`src/rtl/trace_pkg.sv`:
```
// Shared definitions for the writeback trace buffer: record field widths,
// bit offsets inside a record, and the drop-counter width.
package trace_pkg;

    localparam int unsigned REG_W         = 5;
    localparam int unsigned DATA_W        = 32;
    localparam int unsigned SEQ_W_DEFAULT = 11;
    localparam int unsigned DROP_W        = 16;

    // Record layout, LSB first: {seq, reg, data}
    localparam int unsigned DATA_LSB = 0;
    localparam int unsigned REG_LSB  = DATA_LSB + DATA_W;
    localparam int unsigned SEQ_LSB  = REG_LSB + REG_W;

    function automatic int unsigned record_width(input int unsigned seq_w);
        return seq_w + REG_W + DATA_W;
    endfunction

endpackage

```
`src/rtl/trace_fifo.sv`:
```
// Generic DEPTH x WIDTH register-array FIFO with push/pop/clear and occupancy.
// No fall-through: a pushed entry becomes visible on the edge after the push.
module trace_fifo #(
    parameter int unsigned DEPTH  = 16,
    parameter int unsigned ADDR_W = 4,
    parameter int unsigned WIDTH  = 48
) (
    input  logic              i_clock,
    input  logic              i_reset,
    input  logic              i_push,
    input  logic              i_pop,
    input  logic              i_clear,
    input  logic [WIDTH-1:0]  i_wdata,
    output logic [WIDTH-1:0]  o_rdata,
    output logic [ADDR_W:0]   o_count,
    output logic              o_full,
    output logic              o_empty
);

    logic [WIDTH-1:0]  r_mem [DEPTH];
    logic [ADDR_W-1:0] r_wr_ptr;
    logic [ADDR_W-1:0] r_rd_ptr;
    logic [ADDR_W:0]   r_count;
    logic              w_do_pop;
    logic              w_do_push;

    assign o_count   = r_count;
    assign o_full    = (r_count == (ADDR_W+1)'(DEPTH));
    assign o_empty   = (r_count == '0);
    assign o_rdata   = r_mem[r_rd_ptr];

    // A push into a full FIFO is legal only when the same edge frees a slot.
    assign w_do_pop  = i_pop & ~o_empty & ~i_clear;
    assign w_do_push = i_push & (~o_full | w_do_pop) & ~i_clear;

    always_ff @(posedge i_clock) begin
        if (w_do_push) begin
            r_mem[r_wr_ptr] <= i_wdata;
        end
    end

    always_ff @(posedge i_clock or negedge i_reset) begin
        if (!i_reset) begin
            r_wr_ptr <= '0;
            r_rd_ptr <= '0;
            r_count  <= '0;
        end else if (i_clear) begin
            r_wr_ptr <= '0;
            r_rd_ptr <= '0;
            r_count  <= '0;
        end else begin
            if (w_do_push) begin
                r_wr_ptr <= r_wr_ptr + ADDR_W'(1);
            end
            if (w_do_pop) begin
                r_rd_ptr <= r_rd_ptr + ADDR_W'(1);
            end
            case ({w_do_push, w_do_pop})
                2'b10:   r_count <= r_count + (ADDR_W+1)'(1);
                2'b01:   r_count <= r_count - (ADDR_W+1)'(1);
                default: r_count <= r_count;
            endcase
        end
    end

endmodule

```
`src/rtl/wb_trace_buffer.sv`:
```
// Captures eligible regfile writebacks as sequence-tagged records into a FIFO
// and drains them over valid/ready; drops on full are counted and flagged.
module wb_trace_buffer
    import trace_pkg::*;
#(
    parameter int unsigned DEPTH  = 16,
    parameter int unsigned ADDR_W = 4,
    parameter int unsigned SEQ_W  = SEQ_W_DEFAULT
) (
    input  logic                  clock,
    input  logic                  reset,
    input  logic                  ctrl_writeEnable,
    input  logic [REG_W-1:0]      ctrl_writeReg,
    input  logic [DATA_W-1:0]     data_writeReg,
    input  logic                  capture_en,
    input  logic                  clear,
    input  logic                  out_ready,
    output logic                  out_valid,
    output logic [SEQ_W+36:0]     out_data,
    output logic [ADDR_W:0]       count,
    output logic                  overflow,
    output logic [DROP_W-1:0]     drop_count
);

    localparam int unsigned REC_W = SEQ_W + REG_W + DATA_W;

    logic [SEQ_W-1:0]  r_seq;
    logic              r_overflow;
    logic [DROP_W-1:0] r_drop_count;

    logic              w_eligible;
    logic              w_pop;
    logic              w_push;
    logic              w_drop;
    logic              w_full;
    logic              w_empty;
    logic [REC_W-1:0]  w_record;
    logic [REC_W-1:0]  w_rdata;
    logic [ADDR_W:0]   w_count;

    assign w_eligible = capture_en & ctrl_writeEnable & (ctrl_writeReg != '0);
    assign w_pop      = ~w_empty & out_ready;
    assign w_push     = w_eligible & (~w_full | w_pop);
    assign w_drop     = w_eligible & w_full & ~w_pop;
    assign w_record   = {r_seq, ctrl_writeReg, data_writeReg};

    trace_fifo #(
        .DEPTH  (DEPTH),
        .ADDR_W (ADDR_W),
        .WIDTH  (REC_W)
    ) u_fifo (
        .i_clock (clock),
        .i_reset (reset),
        .i_push  (w_push),
        .i_pop   (w_pop),
        .i_clear (clear),
        .i_wdata (w_record),
        .o_rdata (w_rdata),
        .o_count (w_count),
        .o_full  (w_full),
        .o_empty (w_empty)
    );

    assign out_valid  = ~w_empty;
    assign out_data   = w_rdata;
    assign count      = w_count;
    assign overflow   = r_overflow;
    assign drop_count = r_drop_count;

    // Every eligible event burns a sequence number, stored or dropped, so the
    // host can spot drops as gaps.
    always_ff @(posedge clock or negedge reset) begin
        if (!reset) begin
            r_seq        <= '0;
            r_overflow   <= 1'b0;
            r_drop_count <= '0;
        end else if (clear) begin
            r_seq        <= '0;
            r_overflow   <= 1'b0;
            r_drop_count <= '0;
        end else begin
            if (w_eligible) begin
                r_seq <= r_seq + SEQ_W'(1);
            end
            if (w_drop) begin
                r_overflow <= 1'b1;
                if (r_drop_count != '1) begin
                    r_drop_count <= r_drop_count + DROP_W'(1);
                end
            end
        end
    end

endmodule

```
`config.mk`:
```
export PLATFORM = sky130hd
export DESIGN_NAME = wb_trace_buffer
export DESIGN_NICKNAME = d
export VERILOG_FILES = /design/src/rtl/trace_pkg.sv /design/src/rtl/trace_fifo.sv /design/src/rtl/wb_trace_buffer.sv
export SDC_FILE = /design/constraint.sdc
export NUM_CORES = 1
export LEC_CHECK = 0
export CORE_ASPECT_RATIO = 0.75
export CORE_UTILIZATION = 35
export CTS_BUF_LIST = sky130_fd_sc_hd__clkbuf_16
export DETAILED_ROUTE_END_ITERATION = 8
export PLACE_DENSITY = 0.56
export SYNTH_ARGS = -nofsm -noshare
export SYNTH_HDL_FRONTEND = slang
export SYNTH_SLANG_ARGS = --single-unit
export TNS_END_PERCENT = 20
```
`constraint.sdc`:
```
create_clock -name clock -period 5.1 [get_ports clock]
set_input_delay 1.02 -clock clock [delete_from_list [all_inputs] [get_ports clock]]
set_output_delay 1.02 -clock clock [all_outputs]
set_load 0.05 [all_outputs]
```
== After elaboration in Yosys (flattened, before gate mapping) ==
Memories as Yosys holds them, arrays and structs flattened.
Cells that the tools add are included.

* Register bits: 41
* Memory bits (writable): 768
* Output and inout bits: 71
* Word-level logic and storage cells: 57
* Memories kept: 1

{| class="wikitable"
|+ Memories
! memory !! depth !! bits a word !! read ports !! clocked after Yosys merged registers in !! wr ports !! RTL line !! text
|-
| u_fifo.r_mem || 16 || 48 || 1 || 0 || 1 || trace_fifo.sv:20 || <nowiki>logic [WIDTH-1:0] r_mem [DEPTH];</nowiki>
|}

* Add/sub/neg operators: 6
* Equal/unequal tests: 4
* Muxes and demuxes: 15
* Bitwise operators: 16
* Reduce and logical (&&, ||, !) cells: 9

{| class="wikitable"
|+ Operators by type and width
! kind !! count
|-
| 16-bit two-way mux || 3
|-
| 11-bit two-way mux || 2
|-
| 16-bit by 1-bit adder with 16-bit output (second input constant) || 1
|-
| 4-bit two-way mux || 4
|-
| 16-bit != test (second input constant) || 1
|-
| 11-bit by 1-bit adder with 11-bit output (second input constant) || 1
|-
| 1-bit bitwise AND || 10
|-
| 5-bit one-hot mux with 2 select lines || 1
|-
| 2-bit nonzero test || 5
|-
| 4-bit by 1-bit adder with 4-bit output (second input constant) || 2
|-
| 5-bit by 1-bit adder with 5-bit output (second input constant) || 1
|-
| 5-bit equality test (second input constant) || 1
|-
| 5-bit logical NOT || 1
|-
| 5-bit two-way mux || 1
|-
| 5-bit nonzero test || 1
|-
| 5-bit by 1-bit subtractor with 5-bit output (second input constant) || 1
|-
| 1-bit two-way mux || 4
|-
| 1-bit NOT || 4
|-
| 3-bit nonzero test || 1
|-
| 2-bit by 1-bit equality test with 1-bit output (second input constant) || 1
|-
| 2-bit equality test (second input constant) || 1
|-
| 1-bit bitwise OR || 2
|-
| 2-bit AND reduction || 1
|}

== Depth between registers and ports, before layout ==
* Depth in word-level cells: 11
* Mapped depth: 11
* Mapped depth without buffers: 11

== Modules after synthesis ==
Synthesis repeated with hierarchy kept, for this count alone.

* Cell total of the unflattened synthesis: 1,708
* Area, all modules: 31,836.8 µm²

{| class="wikitable"
|+ By module, submodules not included
! module !! instances !! cells an instance !! area an instance (µm²)
|-
| trace_fifo || 1 || 1,545 || 30,297.8
|-
| wb_trace_buffer || 1 || 163 || 1,539.0
|}

== Least setup slack after synthesis ==
No wires, ideal clock.

* Path type: input to register
* Start: input port capture_en
* End: memory u_fifo.r_mem[0][0], enable pin
* Setup time: 513 ps
* Arrival: 5,045 ps
* Slack: -458 ps
* Stages: 5
* Path through: and2_1 > o21ai_1 > nor3_1 > nand2_1 > nor3_1

* Word-level cells in the longest chain between the ends: 7

{| class="wikitable"
|+ RTL lines
! what !! RTL line !! text
|-
| start: declaration || wb_trace_buffer.sv:15 || <nowiki>input logic capture_en,</nowiki>
|-
| 1-bit bitwise AND (2 in series) || wb_trace_buffer.sv:41 || <nowiki>assign w_eligible = capture_en & ctrl_writeEnable & (ctrl_writeReg != '0);</nowiki>
|-
| 1-bit bitwise AND || wb_trace_buffer.sv:43 || <nowiki>assign w_push = w_eligible & (~w_full | w_pop);</nowiki>
|-
| 1-bit bitwise AND (2 in series) || trace_fifo.sv:34 || <nowiki>assign w_do_push = i_push & (~o_full | w_do_pop) & ~i_clear;</nowiki>
|-
| 1-bit two-way mux || trace_fifo.sv:37 || <nowiki>if (w_do_push) begin</nowiki>
|-
| 1-bit two-way mux (implied by the code) || trace_fifo.sv:38 || <nowiki>r_mem[r_wr_ptr] <= i_wdata;</nowiki>
|-
| end: declaration || trace_fifo.sv:20 ||
|}

No other way between the ends.

== Final worst setup path ==
* Start: register u_fifo.r_rd_ptr[1]
* End: output port out_data[38]

* Word-level cells in the longest chain between the ends: 1

{| class="wikitable"
|+ RTL lines
! what !! RTL line !! text
|-
| start: declaration || trace_fifo.sv:22 || <nowiki>logic [ADDR_W-1:0] r_rd_ptr;</nowiki>
|-
| start signal: assignment || trace_fifo.sv:56 || <nowiki>r_rd_ptr <= r_rd_ptr + ADDR_W'(1);</nowiki>
|-
| memory read 16 x 48 bit || -- ||
|-
| end: declaration || wb_trace_buffer.sv:19 || <nowiki>output logic [SEQ_W+36:0] out_data,</nowiki>
|}

No other way between the ends.

==> flow_metrics.tcl <==
set metrics [dict create \
    worst_slack_ns 0.141 \
    finalSetupViolations 0 \
    drt_first_pass_iters 5 \
    hold_violations 0 \
    cts-htree-levels 3 \
    hold_buffers 0 \
    r2r-end "u_fifo.o_count[4]$_DFFE_PN0P_" \
    reg2reg_depth 11 \
    gp_congestion 0.745 \
    area.growth.synth_to_final_pct 17.5 \
    fmax_mhz 202 \
    ios 114 \
    die_height_um 261 \
    insertion_delay_ns 0.63 \
    status "completed" \
    clkSinkCount 809 \
    grt_max_degree 79 \
    clock_path_buffers 3 \
    antenna_found_initial 2 \
    core_area_mm2 0.0881 \
    syn-num-nets 1603 \
    portBuffers 113 \
    rows 94 \
    grt_pass1_vias 16200 \
    ys_ff_latch 809 \
    synth_top_area_frac 0.738 \
    grt_pass1_wl_um 110000 \
    grt_overflow 0 \
    root_buffer "clkbuf_16" \
    peakVddDrop_v 0.000239 \
    min_from "overflow$_DFFE_PN0P_" \
    avgSynthCellArea_um2 20.2 \
    vias 15700 \
    drive_above_1_share 0.197 \
    rsz0062_at_grt "false" \
    cellPowerDensity_mw_per_mm2 418 \
    r2r_slack_ns 2.14 \
    wl_per_cell_um 25.5 \
    via_per_inst 5.36 \
    worst_pin_slew_ns 0.978 \
    synthTopCellsByArea "edfxtp_1 (74%), mux4_2 (10%), dfrtp_1 (3.3%)" \
    start_kind "flip-flop" \
    fin_util 0.417 \
    die-area_mm2 0.0905 \
    async_reset_ff_frac 0.0507 \
    synth.distinct_cells 48 \
    cp_data_required_time_ns 4.08 \
    worst_hold_path.endpoint "overflow$_DFFE_PN0P_" \
    numCtsBuffers 81 \
    initial_core_util 0.355 \
    fin_nets 1778 \
    drc_errors 0 \
    maxCapViolCount 0 \
    crit_type "flip-flop to output pin" \
    yosysWarnings 0 \
    synth_ff_type "edfxtp_1" \
    clock_skew_ns 0.0228 \
    syn_area_mm2 0.0313 \
    hold_class "flip-flop to flip-flop" \
    final_common_cell "edfxtp_1" \
    clk_pin_slew_ns 0.06 \
    p_leak_nw 11.5 \
    place_inst 2793 \
    layout_min_cycle_time_ns 4.96 \
    place_area_mm2 0.0343 \
    fin_crit_sh 0.972 \
    fin_cells 2931 \
    cp_max_fo 28 \
    slew_violations 0 \
    postSynthCellCount 1549 \
    totalWireLength_um 74700 \
    post-route-cell-area_mm2 0.0367 \
    synth_edf_count 768 \
    grtUsageTotal 0.166 \
    dpl_worst_slack_ns 0.566 \
    layout_common_cells "edfxtp_1 (768), mux4_2 (144), mux2i_1 (100)" \
    die-width_um 347 \
    seq_area_frac_synth 0.771 \
    drt_iter0_markers 1528 \
    num-fill-cells 7662 \
    drt.antenna.violating_nets 0 \
    slew_headroom 0.348 \
    r2r_start "u_fifo.o_count[1]$_DFFE_PN0P_" \
    holdPathStages 2 \
    tns_ns 0 \
    crit_arrival_ns 3.94 \
    dpl.hpwl_um 40100 \
    tritoncts "done" \
    yosysTopAreaCell "edfxtp_1" \
    end_kind "output pin" \
]
[worst max-delay path by stage]
stage                                   startpoint                       endpoint  slack (ns)
CTS                 u_fifo.r_rd_ptr[0]$_DFFE_PN0P_                   out_data[40]        0.11
finish              u_fifo.r_rd_ptr[1]$_DFFE_PN0P_                   out_data[38]        0.14
global route        u_fifo.r_rd_ptr[0]$_DFFE_PN0P_                   out_data[16]        0.04
global placement                  ctrl_writeReg[3]  u_fifo.o_count[4]$_DFFE_PN0P_        0.59
floorplan                               capture_en   u_fifo.r_mem[3][0]$_DFFE_PP_       -0.46
detailed placement                ctrl_writeReg[3]  u_fifo.o_count[4]$_DFFE_PN0P_        0.57
[cells by family after synthesis]
family,count (synthesis),synth area share
AND/OR/NAND/NOR,132,0.0213
multiplexers,245,0.136
buffers and inverters,93,0.0123
AO/OA/AOI/OAI,240,0.0494
flip-flops,809,0.771
adder cells (fa/ha/maj),11,0.00464
XOR/XNOR,19,0.00532
[worst max-delay path, stage by stage (launching register included)]
cell and delay [ns]:
dfrtp_4 0.70, and2_2 0.44, a221oi_1 0.59, a21oi_1 0.07
o21ai_0 0.57, clkdlybuf4s50_1 0.93
[sequential cells by signal (all words and copies together), names as in the netlist]
| name | flops |
|---|---|
| drop_count | 16 |
| overflow | 1 |
| u_fifo.r_rd_ptr | 4 |
| r_seq | 11 |
| u_fifo.r_mem | 768 |
| u_fifo.r_wr_ptr | 4 |
| u_fifo.o_count | 5 |
[layer usage]
layer	wire [um]	global-route usage	vias to the layer above
met5	12	0	-
met4	1300	0.0371	2
met3	3330	0.0292	93
li1	-	-	6803
met1	34400	0.237	8433
met2	35700	0.267	366
[through the flow]
step | hold slack, ns | power (mW)
floorplan | 0.551 | 9.20
detailed placement | 0.487 | 9.99
global placement | 0.494 | 9.97
CTS | 0.500 | 15.6
finish | 0.493 | 15.4
global route | 0.540 | 15.9
[power breakdown]
part | leakage [nW] | switching, mW | total (mW) | internal (mW)
combinational | 2.77 | 1.39 | 2.41 | 1.02
sequential | 7.44 | 0.0953 | 7.40 | 7.30
clock | 1.29 | 2.41 | 5.56 | 3.14
[repair_timing]
| action | 4_1_cts | 5_1_grt |
|---|---|---|
| resized for setup | 0 | 4 |
| buffers inserted | 0 | 0 |
| endpoints found under the setup margin | 0 | 4 |
[area by class of cell]
class / instances / area (um^2) / area share
antenna: 1 / 2.50 / 0.0000681
clock buffer: 85 / 2130 / 0.0579
inverter: 10 / 37.5 / 0.00102
clock inverter: 52 / 315 / 0.00858
timing repair buffer: 175 / 1790 / 0.0487
multi-input combinational: 647 / 6920 / 0.188
sequential: 809 / 24100 / 0.656
tap: 1152 / 1440 / 0.0392
[cell usage after synthesis, drive strengths merged, types with 2 or more instances]
cell     instances
or2              2
o2111ai          4
or4              2
mux4           144
nand2           27
mux2i          101
nand2b           4
nand3           14
nor3             8
or3             15
buf             32
clkbuf          51
o21ai           65
xor2             8
edfxtp         768
dfrtp           41
and4             4
xnor2           11
a221oi          48
nor2            41
a21oi           68
a22oi           48
and3             3
inv             10
nand4            5
and2             4
ha              10
Power figures use the tool's default switching activity.
